**config.mk**
```make
export PLATFORM = sky130hd
export DESIGN_NAME = spu_issue_buffer_flat
export DESIGN_NICKNAME = d
export VERILOG_FILES = /design/src/rtl/spu_issue_buffer_pkg.sv /design/src/rtl/spu_issue_buffer_if.sv /design/src/rtl/spu_issue_buffer_router.sv /design/src/rtl/spu_issue_buffer.sv /design/src/flat_wrapper.sv
export SDC_FILE = /design/constraint.sdc
export NUM_CORES = 1
export LEC_CHECK = 0
export CAP_MARGIN = 30
export CORE_MARGIN = 2
export CORE_UTILIZATION = 50
export DETAILED_ROUTE_END_ITERATION = 12
export PLACE_DENSITY = 0.81
export SYNTH_ARGS = -nofsm -noshare
export SYNTH_HDL_FRONTEND = slang
export SYNTH_HIERARCHICAL = 1
export SYNTH_SLANG_ARGS = --single-unit
```
**constraint.sdc**
```tcl
create_clock -name clk -period 2.2 [get_ports clk]
set_input_delay 0.44 -clock clk [delete_from_list [all_inputs] [get_ports clk]]
set_output_delay 0.44 -clock clk [all_outputs]
set_load 0.02 [all_outputs]
```
**src/rtl/spu_issue_buffer_pkg.sv**
```systemverilog
// Shared definitions for the SPU issue buffer and decode.
// Contents:
//   pipe_t         - execution pipe a word belongs to (even / odd)
//   issue_state_t  - issue buffer FSM states
//   INSTR_BYTES    - byte distance between the two words of a fetch pair
//   pipe_of()      - instruction classification rule, shared with decode
package spu_issue_pkg;

  localparam int INSTR_BYTES = 4;

  typedef enum logic [0:0] {
    PIPE_EVEN = 1'b0,
    PIPE_ODD  = 1'b1
  } pipe_t;

  typedef enum logic [1:0] {
    EMPTY  = 2'd0,
    PAIR   = 2'd1,
    SINGLE = 2'd2
  } issue_state_t;

  // Odd pipe: opcode group 3'b001 or the lnop encoding; everything else is even.
  function automatic pipe_t pipe_of(input logic [31:0] instr);
    pipe_t p;
    if ((instr[31:29] == 3'b001) || (instr[31:21] == 11'h001)) begin
      p = PIPE_ODD;
    end else begin
      p = PIPE_EVEN;
    end
    return p;
  endfunction

endpackage

```
**src/rtl/spu_issue_buffer_if.sv**
```systemverilog
// Bundle of fetch-side and issue-side signals of the SPU issue buffer.
// master: fetch / control side (drives fetch pair, flush, stall; sees lanes)
// slave : the issue buffer (consumes fetch pair, drives fetch_ready and lanes)
interface spu_issue_buffer_if #(
  parameter int bitsize = 11,
  parameter int INSTR_W = 32
);

  logic               fetch_valid;
  logic [INSTR_W-1:0] fetch_output1;
  logic [INSTR_W-1:0] fetch_output2;
  logic [bitsize-1:0] fetch_pc;
  logic               flush;
  logic               stall;
  logic               fetch_ready;
  logic               even_valid;
  logic [INSTR_W-1:0] even_instr;
  logic [bitsize-1:0] even_pc;
  logic               odd_valid;
  logic [INSTR_W-1:0] odd_instr;
  logic [bitsize-1:0] odd_pc;
  logic               dual_issued;

  modport master (
    output fetch_valid, fetch_output1, fetch_output2, fetch_pc, flush, stall,
    input  fetch_ready, even_valid, even_instr, even_pc,
    input  odd_valid, odd_instr, odd_pc, dual_issued
  );

  modport slave (
    input  fetch_valid, fetch_output1, fetch_output2, fetch_pc, flush, stall,
    output fetch_ready, even_valid, even_instr, even_pc,
    output odd_valid, odd_instr, odd_pc, dual_issued
  );

endinterface

```
**src/rtl/spu_issue_buffer_router.sv**
```systemverilog
// Combinational lane router for the SPU issue buffer.
// Given the FSM state and the held pair, computes the next even/odd lane
// contents, their valids and the dual-issue flag. Lanes not launched this
// cycle keep their current instr/pc (hold_* inputs) with valid low.
// Ports:
//   state            current issue FSM state
//   slot0/slot1      held words, c0/c1 their pipe classes
//   pc0/pc1          addresses of slot0/slot1
//   hold_*           current lane instr/pc registers
//   aligned          pair can dual-issue (slot0 even, slot1 odd)
//   nxt_*            next lane register values
module spu_pipe_router
  import spu_issue_pkg::*;
#(
  parameter int bitsize = 11,
  parameter int INSTR_W = 32
) (
  input  issue_state_t       state,
  input  logic [INSTR_W-1:0] slot0,
  input  logic [INSTR_W-1:0] slot1,
  input  pipe_t              c0,
  input  pipe_t              c1,
  input  logic [bitsize-1:0] pc0,
  input  logic [bitsize-1:0] pc1,
  input  logic [INSTR_W-1:0] hold_even_instr,
  input  logic [bitsize-1:0] hold_even_pc,
  input  logic [INSTR_W-1:0] hold_odd_instr,
  input  logic [bitsize-1:0] hold_odd_pc,
  output logic               aligned,
  output logic               nxt_even_valid,
  output logic [INSTR_W-1:0] nxt_even_instr,
  output logic [bitsize-1:0] nxt_even_pc,
  output logic               nxt_odd_valid,
  output logic [INSTR_W-1:0] nxt_odd_instr,
  output logic [bitsize-1:0] nxt_odd_pc,
  output logic               nxt_dual
);

  assign aligned = (c0 == PIPE_EVEN) && (c1 == PIPE_ODD);

  // Route held words to lanes according to state and class.
  always_comb begin
    nxt_even_valid = 1'b0;
    nxt_even_instr = hold_even_instr;
    nxt_even_pc    = hold_even_pc;
    nxt_odd_valid  = 1'b0;
    nxt_odd_instr  = hold_odd_instr;
    nxt_odd_pc     = hold_odd_pc;
    nxt_dual       = 1'b0;
    case (state)
      PAIR: begin
        if (aligned) begin
          nxt_even_valid = 1'b1;
          nxt_even_instr = slot0;
          nxt_even_pc    = pc0;
          nxt_odd_valid  = 1'b1;
          nxt_odd_instr  = slot1;
          nxt_odd_pc     = pc1;
          nxt_dual       = 1'b1;
        end else if (c0 == PIPE_ODD) begin
          nxt_odd_valid  = 1'b1;
          nxt_odd_instr  = slot0;
          nxt_odd_pc     = pc0;
        end else begin
          nxt_even_valid = 1'b1;
          nxt_even_instr = slot0;
          nxt_even_pc    = pc0;
        end
      end
      SINGLE: begin
        if (c1 == PIPE_ODD) begin
          nxt_odd_valid  = 1'b1;
          nxt_odd_instr  = slot1;
          nxt_odd_pc     = pc1;
        end else begin
          nxt_even_valid = 1'b1;
          nxt_even_instr = slot1;
          nxt_even_pc    = pc1;
        end
      end
      EMPTY: begin
        nxt_dual = 1'b0;
      end
      default: begin
        nxt_dual = 1'b0;
      end
    endcase
  end

endmodule

```
**src/rtl/spu_issue_buffer.sv**
```systemverilog
// SPU issue buffer: holds one fetched instruction pair and issues it to the
// even and odd decode lanes, dual-issuing aligned pairs and splitting others
// over two cycles in program order.
// Ports:
//   clk    rising-edge clock
//   reset  asynchronous active-low reset
//   bus    spu_issue_buffer_if.slave: fetch pair in, fetch_ready out,
//          flush/stall control in, registered even/odd lanes and dual_issued out
module spu_issue_buffer
  import spu_issue_pkg::*;
#(
  parameter int bitsize = 11,
  parameter int INSTR_W = 32
) (
  input logic                clk,
  input logic                reset,
  spu_issue_buffer_if.slave  bus
);

  issue_state_t       state_r;
  issue_state_t       state_nxt_s;
  logic [INSTR_W-1:0] slot0_r;
  logic [INSTR_W-1:0] slot1_r;
  logic [bitsize-1:0] pc0_r;
  pipe_t              c0_r;
  pipe_t              c1_r;
  logic [bitsize-1:0] pc1_s;

  logic               even_valid_r;
  logic [INSTR_W-1:0] even_instr_r;
  logic [bitsize-1:0] even_pc_r;
  logic               odd_valid_r;
  logic [INSTR_W-1:0] odd_instr_r;
  logic [bitsize-1:0] odd_pc_r;
  logic               dual_r;

  logic               aligned_s;
  logic               fetch_ready_s;
  logic               capture_s;
  logic               nxt_even_valid_s;
  logic [INSTR_W-1:0] nxt_even_instr_s;
  logic [bitsize-1:0] nxt_even_pc_s;
  logic               nxt_odd_valid_s;
  logic [INSTR_W-1:0] nxt_odd_instr_s;
  logic [bitsize-1:0] nxt_odd_pc_s;
  logic               nxt_dual_s;

  // Slot1 address wraps within the bitsize-wide address space.
  assign pc1_s = pc0_r + bitsize'(INSTR_BYTES);

  spu_pipe_router #(
    .bitsize (bitsize),
    .INSTR_W (INSTR_W)
  ) u_router (
    .state           (state_r),
    .slot0           (slot0_r),
    .slot1           (slot1_r),
    .c0              (c0_r),
    .c1              (c1_r),
    .pc0             (pc0_r),
    .pc1             (pc1_s),
    .hold_even_instr (even_instr_r),
    .hold_even_pc    (even_pc_r),
    .hold_odd_instr  (odd_instr_r),
    .hold_odd_pc     (odd_pc_r),
    .aligned         (aligned_s),
    .nxt_even_valid  (nxt_even_valid_s),
    .nxt_even_instr  (nxt_even_instr_s),
    .nxt_even_pc     (nxt_even_pc_s),
    .nxt_odd_valid   (nxt_odd_valid_s),
    .nxt_odd_instr   (nxt_odd_instr_s),
    .nxt_odd_pc      (nxt_odd_pc_s),
    .nxt_dual        (nxt_dual_s)
  );

  // Fetch may advance when the held pair drains this cycle; flush always
  // lets fetch advance so the redirected stream starts without a bubble.
  always_comb begin
    fetch_ready_s = 1'b0;
    if (bus.flush) begin
      fetch_ready_s = 1'b1;
    end else if (bus.stall) begin
      fetch_ready_s = 1'b0;
    end else begin
      case (state_r)
        EMPTY:   fetch_ready_s = 1'b1;
        PAIR:    fetch_ready_s = aligned_s;
        SINGLE:  fetch_ready_s = 1'b1;
        default: fetch_ready_s = 1'b0;
      endcase
    end
  end

  // The pair presented during a flush belongs to the discarded path.
  assign capture_s = bus.fetch_valid && fetch_ready_s && !bus.flush;

  // Next-state logic for the issue FSM (applied only on non-stalled edges).
  always_comb begin
    state_nxt_s = state_r;
    case (state_r)
      EMPTY: begin
        if (capture_s) begin
          state_nxt_s = PAIR;
        end else begin
          state_nxt_s = EMPTY;
        end
      end
      PAIR: begin
        if (!aligned_s) begin
          state_nxt_s = SINGLE;
        end else if (capture_s) begin
          state_nxt_s = PAIR;
        end else begin
          state_nxt_s = EMPTY;
        end
      end
      SINGLE: begin
        if (capture_s) begin
          state_nxt_s = PAIR;
        end else begin
          state_nxt_s = EMPTY;
        end
      end
      default: begin
        state_nxt_s = EMPTY;
      end
    endcase
  end

  // FSM state and registered lane outputs.
  always_ff @(posedge clk or negedge reset) begin
    if (!reset) begin
      state_r      <= EMPTY;
      even_valid_r <= 1'b0;
      even_instr_r <= '0;
      even_pc_r    <= '0;
      odd_valid_r  <= 1'b0;
      odd_instr_r  <= '0;
      odd_pc_r     <= '0;
      dual_r       <= 1'b0;
    end else if (bus.flush) begin
      state_r      <= EMPTY;
      even_valid_r <= 1'b0;
      odd_valid_r  <= 1'b0;
      dual_r       <= 1'b0;
    end else if (!bus.stall) begin
      state_r      <= state_nxt_s;
      even_valid_r <= nxt_even_valid_s;
      even_instr_r <= nxt_even_instr_s;
      even_pc_r    <= nxt_even_pc_s;
      odd_valid_r  <= nxt_odd_valid_s;
      odd_instr_r  <= nxt_odd_instr_s;
      odd_pc_r     <= nxt_odd_pc_s;
      dual_r       <= nxt_dual_s;
    end
  end

  // Holding register for the accepted fetch pair; validity is carried by state_r.
  always_ff @(posedge clk or negedge reset) begin
    if (!reset) begin
      slot0_r <= '0;
      slot1_r <= '0;
      pc0_r   <= '0;
      c0_r    <= PIPE_EVEN;
      c1_r    <= PIPE_EVEN;
    end else if (capture_s) begin
      slot0_r <= bus.fetch_output1;
      slot1_r <= bus.fetch_output2;
      pc0_r   <= bus.fetch_pc;
      c0_r    <= pipe_of(bus.fetch_output1);
      c1_r    <= pipe_of(bus.fetch_output2);
    end
  end

  assign bus.fetch_ready = fetch_ready_s;
  assign bus.even_valid  = even_valid_r;
  assign bus.even_instr  = even_instr_r;
  assign bus.even_pc     = even_pc_r;
  assign bus.odd_valid   = odd_valid_r;
  assign bus.odd_instr   = odd_instr_r;
  assign bus.odd_pc      = odd_pc_r;
  assign bus.dual_issued = dual_r;

endmodule

```
**src/flat_wrapper.sv**
```systemverilog
// flat-port wrapper written by rule: the top's interface ports become plain ports
module spu_issue_buffer_flat import spu_issue_pkg::*;
#(
  parameter int bitsize = 11,
  parameter int INSTR_W = 32
)
  (clk, reset, bus_fetch_valid, bus_fetch_output1, bus_fetch_output2, bus_fetch_pc, bus_flush, bus_stall, bus_fetch_ready, bus_even_valid, bus_even_instr, bus_even_pc, bus_odd_valid, bus_odd_instr, bus_odd_pc, bus_dual_issued);
  spu_issue_buffer_if #(.bitsize(bitsize), .INSTR_W(INSTR_W)) bus_i ();
  input logic clk;
  input logic reset;
  input wire logic [$bits(bus_i.fetch_valid)-1:0] bus_fetch_valid;
  input wire logic [$bits(bus_i.fetch_output1)-1:0] bus_fetch_output1;
  input wire logic [$bits(bus_i.fetch_output2)-1:0] bus_fetch_output2;
  input wire logic [$bits(bus_i.fetch_pc)-1:0] bus_fetch_pc;
  input wire logic [$bits(bus_i.flush)-1:0] bus_flush;
  input wire logic [$bits(bus_i.stall)-1:0] bus_stall;
  output wire logic [$bits(bus_i.fetch_ready)-1:0] bus_fetch_ready;
  output wire logic [$bits(bus_i.even_valid)-1:0] bus_even_valid;
  output wire logic [$bits(bus_i.even_instr)-1:0] bus_even_instr;
  output wire logic [$bits(bus_i.even_pc)-1:0] bus_even_pc;
  output wire logic [$bits(bus_i.odd_valid)-1:0] bus_odd_valid;
  output wire logic [$bits(bus_i.odd_instr)-1:0] bus_odd_instr;
  output wire logic [$bits(bus_i.odd_pc)-1:0] bus_odd_pc;
  output wire logic [$bits(bus_i.dual_issued)-1:0] bus_dual_issued;
  assign bus_i.fetch_valid = bus_fetch_valid;
  assign bus_i.fetch_output1 = bus_fetch_output1;
  assign bus_i.fetch_output2 = bus_fetch_output2;
  assign bus_i.fetch_pc = bus_fetch_pc;
  assign bus_i.flush = bus_flush;
  assign bus_i.stall = bus_stall;
  assign bus_fetch_ready = bus_i.fetch_ready;
  assign bus_even_valid = bus_i.even_valid;
  assign bus_even_instr = bus_i.even_instr;
  assign bus_even_pc = bus_i.even_pc;
  assign bus_odd_valid = bus_i.odd_valid;
  assign bus_odd_instr = bus_i.odd_instr;
  assign bus_odd_pc = bus_i.odd_pc;
  assign bus_dual_issued = bus_i.dual_issued;
  spu_issue_buffer #(.bitsize(bitsize), .INSTR_W(INSTR_W)) u_core (.clk(clk), .reset(reset), .bus(bus_i));
endmodule
```
Word level (Yosys, flattened, before mapping)
Cells that the tools add are included.
{ "op_classes": {"n_addsub": 1, "multipliers": 0, "div_mod_pow": 0, "n_lt_le_gt_ge": 0, "eq_ne": 11, "shift": 0, "mux": 42, "bitwise_logic": 3, "reduce_logical": 11} }
{ "ops": {"columns": ["operator", "count"], "rows": [
  ["32-bit two-way mux", 6],
  ["32-bit case mux with 2 select lines", 2],
  ["11-bit two-way mux", 6],
  ["11-bit case mux with 2 select lines", 2],
  ["11-bit by 1-bit == test with 1-bit output (second input constant)", 2],
  ["1-bit two-way mux", 19],
  ["11-bit by 3-bit adder with 11-bit output (second input constant)", 1],
  ["5-bit AND reduction", 2],
  ["3-bit by 1-bit == test with 1-bit output (second input constant)", 2],
  ["2-bit two-way mux", 3],
  ["1-bit case mux with 2 select lines", 3],
  ["2-bit inequality test (second input constant)", 2],
  ["2-bit case mux with 2 select lines", 1],
  ["1-bit logical AND", 3],
  ["3-bit by 1-bit inequality test with 1-bit output (second input constant)", 1],
  ["3-bit inequality test (second input constant)", 1],
  ["1-bit NOT", 3],
  ["2-bit by 1-bit == test with 1-bit output (second input constant)", 1],
  ["2-bit == test (second input constant)", 1],
  ["2-bit zero test", 1],
  ["1-bit logical OR", 2],
  ["2-bit by 1-bit inequality test with 1-bit output (second input constant)", 1],
  ["2-bit nonzero test", 1],
  ["2-bit OR reduction", 1],
  ["1-bit zero test", 1]
]} }
{ "totals": {"reg_bits": 168, "latch_bits": 0, "mem_bits_rw": 0, "mem_bits_ro": 0, "output_inout_bits": 90, "word_cells": 81, "n_memories": 0} }

Longest topological paths before layout
{ "depth": {"word_depth": 12, "mapped_depth": 9, "ltp_nobuf": 7} }

Cells and area by module
Netlist, hierarchy kept.
{ "by_module_without_submodules": {"columns": ["mod", "n_inst", "cells_each", "area_each_um2", "seq_area_each_um2"], "rows": [
  ["spu_issue_buffer", 1, 395, 6517.5, 4204.0],
  ["spu_pipe_router", 1, 271, 1734.2, 0.0]
]} }

Least setup slack after synthesis
OpenSTA, ideal clock, no wires.
{ "synth_path": {"path_type": "flip-flop to flip-flop", "startpoint": "register u_core.state_r[0]", "endpoint": "register u_core.odd_pc_r[2], in the netlist u_core/bus.odd_pc[2]", "setup_ns": 0.125, "arrival_ns": 1.890, "t_required_ns": 2.075, "slack_ns": 0.186, "path_stages_with_launch": 9, "path_buffers": 2, "period_less_slack_ns": 2.014, "cell_sequence": "dfrtp_1 -> inv_1 -> ha_1 -> buf_2 -> nor2_1 -> a21oi_2 -> buf_2 -> a221o_1 -> mux2_2"} }
{ "synth_rtl": {"columns": ["element", "line", "rtl"], "rows": [
  ["start, declared", "spu_issue_buffer.sv:20", "issue_state_t state_r;"],
  ["start signal, assigned", "spu_issue_buffer.sv:147", "state_r <= state_nxt_s;"],
  ["2-bit == test / 2-bit by 1-bit == test with 1-bit output (equally long branches)", "spu_issue_buffer_router.sv:50", "case (state)"],
  ["11-bit case mux with 2 select lines *", "spu_issue_buffer_router.sv:50", null],
  ["via u_core.nxt_odd_pc_s[2]", "spu_issue_buffer.sv:45", "logic [bitsize-1:0] nxt_odd_pc_s;"],
  ["end signal, assigned", "spu_issue_buffer.sv:153", "odd_pc_r <= nxt_odd_pc_s;"],
  ["end, declared", "spu_issue_buffer.sv:34", "logic [bitsize-1:0] odd_pc_r;"]
]} }
Mark *: on every way through the listed nets, which the timed path passes. The rest lies on a longest branch.
A chain may end at the register's enable or synchronous reset.

Final worst setup path
{ "layout_path": {"startpoint": "register u_core.state_r[1]", "endpoint": "register u_core.odd_instr_r[19], in the netlist u_core/bus.odd_instr[19]"} }
{ "layout_rtl": {"columns": ["element", "line", "rtl"], "rows": [
  ["2-bit == test / 2-bit by 1-bit == test with 1-bit output (equally long branches)", "spu_issue_buffer_router.sv:50", null],
  ["32-bit case mux with 2 select lines *", "spu_issue_buffer_router.sv:50", null],
  ["via u_core.nxt_odd_instr_s[19]", "spu_issue_buffer.sv:44", "logic [INSTR_W-1:0] nxt_odd_instr_s;"],
  ["end signal, assigned", "spu_issue_buffer.sv:152", "odd_instr_r <= nxt_odd_instr_s;"],
  ["end, declared", "spu_issue_buffer.sv:33", "logic [INSTR_W-1:0] odd_instr_r;"]
]} }
Marks and branches as above.

==> qor.csv <==
stage;metric;value;unit
placed_design;DP Wirelength;14.26;mm
floorplan;# rows;46;
synth;top_reg_cell synth;dfrtp_1;
sta;Worst slew margin;55.68;%
run;Max Cap Viol;0;
setup_path;CP bufs+invs;2;
synth;most common cell in the netlist;dfrtp_1;
synth;Cell variety after synth;38;
synth;synthesized area per cell;12.39;um2
global_route;first-pass GRT wire length;35.18;mm
placed_design;Port Buffer Count;169;
placed_design;GP Congestion;0.8317;
clocking;CTS tree;yes;
floorplan;Core ar.;0.01600;mm2
synth;Synth top area share;50.95;%
routing;WL per Instance;20.37;um
worst_hold_path;worst hold path class;input port to asynchronous set/reset pin;
final_layout;layout cells sized above 1;27.18;%
clocking;Sinks on Clock Net;168;
setup_path;CP Class;register to register;
setup_path;Max FO, Critical Path;19;
synth;synthesized area;0.008252;mm2
pwr;pwr dens;829.2;mW/mm2
setup_path;worst r2r dst;u_core/bus.odd_instr[19];
sta;Worst-Margin Slew;0.6648;ns
sta;Fin. Hold Viols;0;
setup_path;worst r2r path cells;7;
global_route;vias in the first global route;6627;
setup_path;CP Data Arrival Time;2.43;ns
pwr;Final Power;9.029;mW
synth;Post-synth EDFFs;0;
floorplan;width of the die;132.5;um
sta;final setup fails;0;
sta;Min Hold Slack;0.007593;ns
global_route;Top Usage Layer GRT;met2;
floorplan;Initial Utilization;51.57;%
sta;final worst-path cycle share;96.35;%
global_route;met2 usage in global routing;42.34;%
clocking;CTS Buffer Depth;2;
synth;top cells by count, synth;dfrtp_1, mux2_2, nand2_1;
synth;ys async rst share;100.0;%
setup_path;endpoint class of the critical path;register;
global_route;M3 GR Usage;5.441;%
final_layout;area delta synth->final;31.96;%
clocking;Root Driver;clkbuf_16;
routing;first-pass iteration count of the detailed router;5;
floorplan;die footprint;0.01755;mm2
sta;unrepaired setup endpoints after global routing;no;
synth;Synthesis Warnings;6;
sta;final period demand of the worst path;2.120;ns
synth;Seq cells post-synth;168;
setup_path;CP delay by family, top;compound AO/OA/AOI/OAI gates;
final_layout;nets;913;
clocking;CTS Buf Count;17;
pwr;worst IR drop on VDD;602.4;uV
synth;sequential element share of the synthesized area;50.95;%
final_layout;Fill cells;1151;
synth;cell taking the most area after synthesis;dfrtp_1;
global_route;GR Layer Usage met1;32.29;%
synth;syn nets;750;
setup_path;CP max stage cell;dfrtp_1;
global_route;global route total overflow;0;
floorplan;die height;132.5;um
clocking;worst-skew pair later-pin latency;0.43;ns
sta;fmax;0.4718;GHz
global_route;largest net degree at the start of global routing;67;
routing;vias post-DR;6188;
final_layout;final core utilization;68.06;%
global_route;initial antenna violation count;0;
setup_path;Worst EP required;2.51;ns
synth;top cells by area, synth;dfrtp_1, mux2_2, a221o_1;
setup_path;FF-to-FF setup slack;0.08;ns
routing;Detail Route Antenna Nets;0;
synth;Post-Synthesis Cells;666;
routing;Detailed Route WL;21.50;mm
setup_path;crit path launch type;register;
global_route;GRT Overall Usage;25.33;%
clocking;H-tree Lvls;4;
sta;TNS Setup;0;ns
setup_path;worst-path cell chain;inv_1 > ha_1 > nor2b_4 > o21a_2 > buf_4 > a221o_1 > mux2_2;
sta;Clock Skew;0.008492;ns
clocking;Worst-path clk slew;0.06;ns
routing;DRC;0;
routing;DRT iter0 DRCs;405;
pwr;leakage power;4.710;nW
sta;final slew viol count;0;
setup_path;FF-to-FF Start;u_core/state_r[1];
routing;DR vias/cell;5.865;
floorplan;io pins;170;
setup_path;max incr delay on CP;0.43;ns
setup_path;CP startpoint;u_core/state_r[1];
outcome;status;finished, final reports clean;
final_layout;# diodes;0;
## flip-flops by register name, indices dropped and copies added (netlist names), 2 cells and up
| signal | cells |
|---|---|
| u_core/bus.even_pc | 11 |
| u_core/state_r | 2 |
| u_core/pc0_r | 11 |
| u_core/bus.odd_instr | 32 |
| u_core/bus.odd_pc | 11 |
| u_core/slot0_r | 32 |
| u_core/bus.even_instr | 32 |
| u_core/slot1_r | 32 |
## worst register-to-register path: stages, from the launching register on
cell and delay, ns:
dfrtp_1 0.43, inv_1 0.09, ha_1 0.26, nor2b_4 0.16, o21a_2 0.22, buf_4 0.22
a221o_1 0.34, mux2_2 0.28
## cell type report
class	instances	area, um2	area share [%]
flip-flops and latches	168	4205	38.62
repair buffers	196	2044	18.78
well taps	216	270.3	2.482
clock buffers	20	446.7	4.102
inverters	5	18.77	0.1724
clock inverters	9	127.6	1.172
multi-input cells	441	3776	34.68
## worst max-delay path by stage
stage                                          end  slack, ns  cells past startpoint
after detailed placement  u_core/bus.odd_instr[19]      -0.02                      7
final                     u_core/bus.odd_instr[19]       0.08                      7
after CTS                    u_core/bus.odd_pc[10]      0.006                      7
after global placement    u_core/bus.odd_instr[17]       0.09                      7
after global routing      u_core/bus.odd_instr[19]       0.03                      7
after floorplan               u_core/bus.odd_pc[2]       0.19                      8
## power by group
part	internal (mW)	switching (mW)	leakage [nW]	total [mW]
Combinational	1.11	0.914	2.26	2.02
Sequential	3.60	0.451	2.17	4.05
Clock	1.79	1.17	0.274	2.96
Total	6.50	2.53	4.71	9.03
## timing repair
action / CTS / global route
endpoints found under the setup margin: 26 / 45
resized for setup: 4 / 4
hold endpoints to repair: 0 / 0
hold buffers: 0 / 0
setup buffers: 0 / 0
## metrics by stage
| step | instances | cell area (um2) | worst slack (ns) |
|---|---|---|---|
| 3_3_place_gp | 1026 | 10310 | 0.09009 |
| 6_report | 1055 | 10890 | 0.08034 |
| 5_1_grt | 1055 | 10890 | 0.03002 |
| 2_1_floorplan | 666 | 8252 | 0.1858 |
| 3_5_place_dp | 1026 | 10310 | -0.02175 |
| 4_1_cts | 1055 | 10890 | 0.006468 |
## cell usage in the layout, fill, tap and decap left out, types with 5 or more instances in the layout
| cell type | Yosys | routed |
|---|---|---|
| xnor2_1 | 6 | 6 |
| nand2_1 | 47 | 47 |
| inv_1 | 5 | 5 |
| dfrtp_1 | 168 | 167 |
| mux2_2 | 144 | 144 |
| clkdlybuf4s50_1 | 0 | 167 |
| a22oi_1 | 42 | 42 |
| o21ai_0 | 45 | 45 |
| clkbuf_16 | 0 | 17 |
| buf_4 | 1 | 14 |
| buf_12 | 0 | 12 |
| a21oi_1 | 5 | 5 |
| nor2_1 | 10 | 8 |
| and2_1 | 43 | 43 |
| mux2_4 | 16 | 16 |
| a221o_1 | 44 | 43 |
## logic make-up after synthesis
family / share of synthesized area [%]
buffers and inverters: 3.867
muxes: 23.06
AOI/OAI and AO/OA: 13.09
DFF: 50.95
adders and majority gates: 0.6065
xor gates and xnor gates: 0.7430
and+or+nand+nor: 7.688
## per-layer routing
metal / part of all wire (%) / routed length (um)
met5: 0 / 0
met4: 2.4 / 515
met3: 5.0 / 1067
met2: 51 / 10910
met1: 42 / 9007
(Power assumes the default switching activity.)
==> RTL edit 1, RTL diff (same settings) <==
`bitsize` is set to 11 in 4 places; all go to 22.
--- a/src/rtl/spu_issue_buffer_if.sv
+++ b/src/rtl/spu_issue_buffer_if.sv
@@ -2,7 +2,7 @@
 // master: fetch / control side (drives fetch pair, flush, stall; sees lanes)
 // slave : the issue buffer (consumes fetch pair, drives fetch_ready and lanes)
 interface spu_issue_buffer_if #(
-  parameter int bitsize = 11,
+  parameter int bitsize = 22,
   parameter int INSTR_W = 32
 );
 
--- a/src/rtl/spu_issue_buffer_router.sv
+++ b/src/rtl/spu_issue_buffer_router.sv
@@ -12,7 +12,7 @@
 module spu_pipe_router
   import spu_issue_pkg::*;
 #(
-  parameter int bitsize = 11,
+  parameter int bitsize = 22,
   parameter int INSTR_W = 32
 ) (
   input  issue_state_t       state,
--- a/src/rtl/spu_issue_buffer.sv
+++ b/src/rtl/spu_issue_buffer.sv
@@ -9,7 +9,7 @@
 module spu_issue_buffer
   import spu_issue_pkg::*;
 #(
-  parameter int bitsize = 11,
+  parameter int bitsize = 22,
   parameter int INSTR_W = 32
 ) (
   input logic                clk,
--- a/src/flat_wrapper.sv
+++ b/src/flat_wrapper.sv
@@ -1,7 +1,7 @@
 // flat-port wrapper written by rule: the top's interface ports become plain ports
 module spu_issue_buffer_flat import spu_issue_pkg::*;
 #(
-  parameter int bitsize = 11,
+  parameter int bitsize = 22,
   parameter int INSTR_W = 32
 )
   (clk, reset, bus_fetch_valid, bus_fetch_output1, bus_fetch_output2, bus_fetch_pc, bus_flush, bus_stall, bus_fetch_ready, bus_even_valid, bus_even_instr, bus_even_pc, bus_odd_valid, bus_odd_instr, bus_odd_pc, bus_dual_issued);
Interface: changed (resized bus_even_pc, bus_fetch_pc and bus_odd_pc); port bits go from 170 to 203. No check against the original RTL was run, so the function may have changed too.
==> RTL edit 1 against the original RTL <==
Global-route usage decreased by 0.47 points. Total power rose by 23%. Setup slack worse by 8.7 ps. Clock power is 24% higher. Sequential cell count rose by 33. Routed wire length is 24% higher. Largest cell class unchanged. Core utilization grew 0.45 points. Critical path type unchanged. Combinational power is 29% higher. Area after synthesis rose by 21%. Design area increased by 23%.
==> RTL edit 1: results (changes against the original RTL) <==
----------------------------------------------------
[Outcome]
  Status ... finished, final reports clean

[Yosys]
  Synthesized netlist cell count ... 830 (+25%)
  Xor-xnor portion of the synthesized cell area ... 0.0158 (+0.00837)
  Synth Area in Compound Gates ... 0.131 (+0.000554)
  Distinct cells, synth ... 41 (+7.9%)
  Largest cells by area after synthesis ... sky130_fd_sc_hd__dfrtp_1 50%, sky130_fd_sc_hd__mux2_2 22%, sky130_fd_sc_hd__a221o_1 5.5%
  Most numerous cell in the Yosys netlist ... sky130_fd_sc_hd__dfrtp_1
  Post-Synthesis Net Count ... 925 (+23%)
  Most used standard cells in the synthesized netlist ... 201 x sky130_fd_sc_hd__dfrtp_1, 194 x sky130_fd_sc_hd__mux2_2, 64 x sky130_fd_sc_hd__nand2_1
  Share of the yosys chip area belonging to registers ... 0.504 (-0.00540)
  Share of synthesized cell area in full adder, half adder and majority cells ... 0.00502 (-0.00105)
  Multiplexer fraction of the synthesized cell area ... 0.222 (-0.00869)

[Critical path]
  Cell at the slowest stage of the critical path ... sky130_fd_sc_hd__or4_4
  Arrival time worst endpoint ... 2500 ps (+70 ps)
  Crit-path max cell delay ... 580 ps (+150 ps)
  Highest net fanout along the worst path ... 5 (-14)
  Critical path origin ... u_core/pc0_r[3]
  Worst reg2reg path endpoint ... u_core/bus.odd_pc[21]
  Cell count of the worst reg-to-reg path ... 6 (-1)
  Critical path endpoint category ... flop
  Kind of cell adding the most delay to the critical path ... simple AND/OR/NAND/NOR gates

[GRT]
  Global Route Usage Sum ... 0.249 (-0.00473)
  Maximum number of pins on one net before global-route repair ... 57 (-15%)
  Number of global-route vias before repair ... 7921 (+20%)
  Global-route wire length before repair ... 42700 um (+21%)
  Antenna violations before repair ... 0 (unchanged)

[Drt]
  Wire length per cell after detailed routing ... 20.2 um (-1.0%)
  Count of vias placed by the detailed router ... 7611 (+23%)
  Iteration-0 DRC Markers ... 425 (+4.9%)
  Detailed Route WL ... 26600 um (+24%)

[STA]
  Pin slew with the least headroom to its limit ... 554 ps (-111 ps)
  Final clock skew ... 6.57 ps (-1.92 ps)
  Worst hold slack across all endpoints ... 467 ps (+460 ps)

[Power]
  Static leakage ... 5.74 nW (+22%)
  Psw ... 3.20 mW (+26%)
  Max VDD drop ... 0.000530 V (-12%)

[CTS]
  H-tree levels ... 1 (-3)
  Inserted Clock Buffers ... 23 (+6)
  Max Buffers Root-to-Sink ... 3 (+1)
  Clk Tree Root Cell ... sky130_fd_sc_hd__clkbuf_16
  Clock latency at the later pin of the worst-skew pair ... 490 ps (+60 ps)

[Placed design]
  Quantity of I/O buffers inserted on ports ... 202 (+20%)
  Half-perimeter wire length after placement ... 17200 um (+21%)
  Placed insts ... 1279 (+25%)
  Routability congestion estimate ... 0.797 (-4.2%)

[Layout]
  Fin nets ... 1136 (+24%)
  Proportion of layout cells with a drive suffix above 1 ... 0.284 (+0.0126)
  Number of antenna repair diodes ... 0 (unchanged)

----------------------------------------------------
RTL edit 1: cell type report:
cell class	instances	area, sq um
clock inverter	6	32.5
fill	1454	6150
timing repair buffer	250	2590
clock buffer	33	703
multi-input combinational	558	4660
inverter	7	26.3
sequential	201	5030
tap	265	332
RTL edit 1: metal layers:
metal,GRT usage,wire [um],part of all wire,vias to the layer above
met1,0.326,11200,0.42,3829
li1,-,-,-,3485
met3,0.0522,1690,0.063,41
met4,0.0559,549,0.021,0
met2,0.425,13200,0.50,256
met5,0,0,0,-
RTL edit 1: timing repair:
| item | 4_1_cts | 5_1_grt |
|---|---|---|
| buffers inserted | 0 | 1 |
| endpoints found under the hold margin | 46 | 0 |
| gates resized for setup | 5 | 9 |
| hold buffers | 1 | 0 |
| setup endpoints to repair | 1 | 105 |
RTL edit 1: kinds of logic (layout without fill, tap and decap cells):
kind of cell | after synthesis | after routing
DFF | 201 | 201
muxes | 197 | 197
AOI/OAI and AO/OA | 176 | 176
and+or+nand+nor | 163 | 163
buffers and inverters | 71 | 296
xor gates and xnor gates | 18 | 18
adders and majority gates | 4 | 4
RTL edit 1: metrics by stage:
step	total power [mW]	setup slack (ps)	TNS, ps	util
detailed placement	7.47	-0.238	-0.238	0.644
global placement	7.37	17.4	0	0.644
floorplan	6.17	22.8	0	-
CTS	11.2	17.9	0	0.683
finish	11.1	71.6	0	0.685
global route	11.6	-41.3	-107	0.685
RTL edit 1: power groups by stage:
stage | clock network, mW | registers [mW] | logic (mW)
after floorplan | 0 | 5.07 | 1.10
after global placement | 0 | 4.85 | 2.52
after detailed placement | 0 | 4.88 | 2.59
after CTS | 3.72 | 4.83 | 2.61
after global routing | 3.88 | 4.92 | 2.80
final | 3.66 | 4.83 | 2.61
==> RTL edit 2, RTL diff (same settings) <==
Made on the original files. Encoding of `issue_state_t`: now one-hot (3 bits for 3 states).
--- a/src/rtl/spu_issue_buffer_pkg.sv
+++ b/src/rtl/spu_issue_buffer_pkg.sv
@@ -13,10 +13,10 @@
     PIPE_ODD  = 1'b1
   } pipe_t;
 
-  typedef enum logic [1:0] {
-    EMPTY  = 2'd0,
-    PAIR   = 2'd1,
-    SINGLE = 2'd2
+  typedef enum logic [2:0] {
+    EMPTY  = 3'b001,
+    PAIR   = 3'b010,
+    SINGLE = 3'b100
   } issue_state_t;
 
   // Odd pipe: opcode group 3'b001 or the lnop encoding; everything else is even.
Check against the original RTL: same outputs for any inputs over 4 cycles, from zero or initial values and one cycle with reset low; so few cycles prove little.
==> RTL edit 2 against the original RTL <==
Die area is 0.69% higher. Hold slack improved by 510 ps. Sequential cell count rose by 1. Total power grew 7.8%. Core utilization rose by 0.39 points. Routed wire length up 3.0%. Design area up 3.1%. Setup slack worse by 21 ps. Area after synthesis is 0.71% higher. Count of clock-buffer cells in the layout decreased by 2. Global-route usage rose by 0.38 points. Largest power group unchanged.
==> RTL edit 2: results (changes against the original RTL) <==
----------------------------------------------------
[Yosys]
  Post-Synthesis Net Count ... 702 (-6.4%)
  Share of the yosys chip area belonging to registers ... 0.509 (about the same)

[Placed design]
  Worst setup timing slack at the placement stage ... -168 ps (-146 ps)
  Placed insts ... 1002 (-2.3%)

[STA]
  Final clock skew ... 8.93 ps (+0.441 ps)
  Relative slew slack ... 0.519 (-0.0378)
  Worst hold slack across all endpoints ... 520 ps (+513 ps)
  Final critical-path setup slack ... 59.2 ps (-21.1 ps)

[GRT]
  Fraction of met1 tracks used by global routing ... 0.322 (-0.000603)
  Global-route wire length before repair ... 35500 um (+0.86%)

[Layout]
  Proportion of layout cells with a drive suffix above 1 ... 0.352 (+0.0802)
  Area of all placed cells without fillers ... 0.0112 sq mm (+3.1%)
  Non-clk bufs ... 217 (+11%)
  Inverters, non-clock ... 48 (+43)
  Area of combinational cells with multiple inputs ... 0.00369 sq mm (-2.4%)

[Critical path]
  End of the critical path ... bus_fetch_ready
  Highest net fanout along the worst path ... 8 (-11)
  Cell at the slowest stage of the critical path ... sky130_fd_sc_hd__dfrtp_2
  Kind of cell adding the most delay to the critical path ... flip-flops

[Power]
  Static leakage ... 5.30 nW (+13%)
  Power in combinational cells ... 2.38 mW (+18%)
  Psw ... 2.81 mW (+11%)
  Fraction of power consumed by the clock network ... 0.316 (-0.011)
  Switching Fraction ... 0.289 (+0.00804)
  Max VDD drop ... 0.000579 V (-3.8%)

[Drt]
  Iteration-0 DRC Markers ... 569 (+40%)
  Ratio of routed vias to standard cells ... 5.94 (+1.2%)
  Detailed Route WL ... 22100 um (+3.0%)

[Outcome]
  Status ... finished, final reports clean

[Floorplan]
  Std-Cell Rows ... 47 (+2.2%)

----------------------------------------------------
-- RTL edit 2: cell count changes in the layout (fill, tap and decap cells not counted), moves of 16 or more --
cell / delta
sky130_fd_sc_hd__nand2_1: -44
sky130_fd_sc_hd__a222oi_1: +43
sky130_fd_sc_hd__inv_1: +43
sky130_fd_sc_hd__o21ai_0: -43
sky130_fd_sc_hd__a22oi_1: -41
sky130_fd_sc_hd__a221o_1: -39
sky130_fd_sc_hd__a221o_2: +38
sky130_fd_sc_hd__buf_4: +16
-- RTL edit 2: metal layers --
metal / vias up / wire length (um)
li1: 2736 / -
met1: 3145 / 8870
met2: 283 / 11200
met3: 34 / 1720
met4: 0 / 385
met5: - / 0
-- RTL edit 2: timing repair --
action | in CTS | in global routing
hold buffers | 1 | 0
pin swaps | 1 | 4
setup buffers | 2 | 6
endpoints found under the hold margin | 50 | 0
gates resized for setup | 12 | 3
cloned | 1 | 0
setup endpoints to repair | 28 | 71
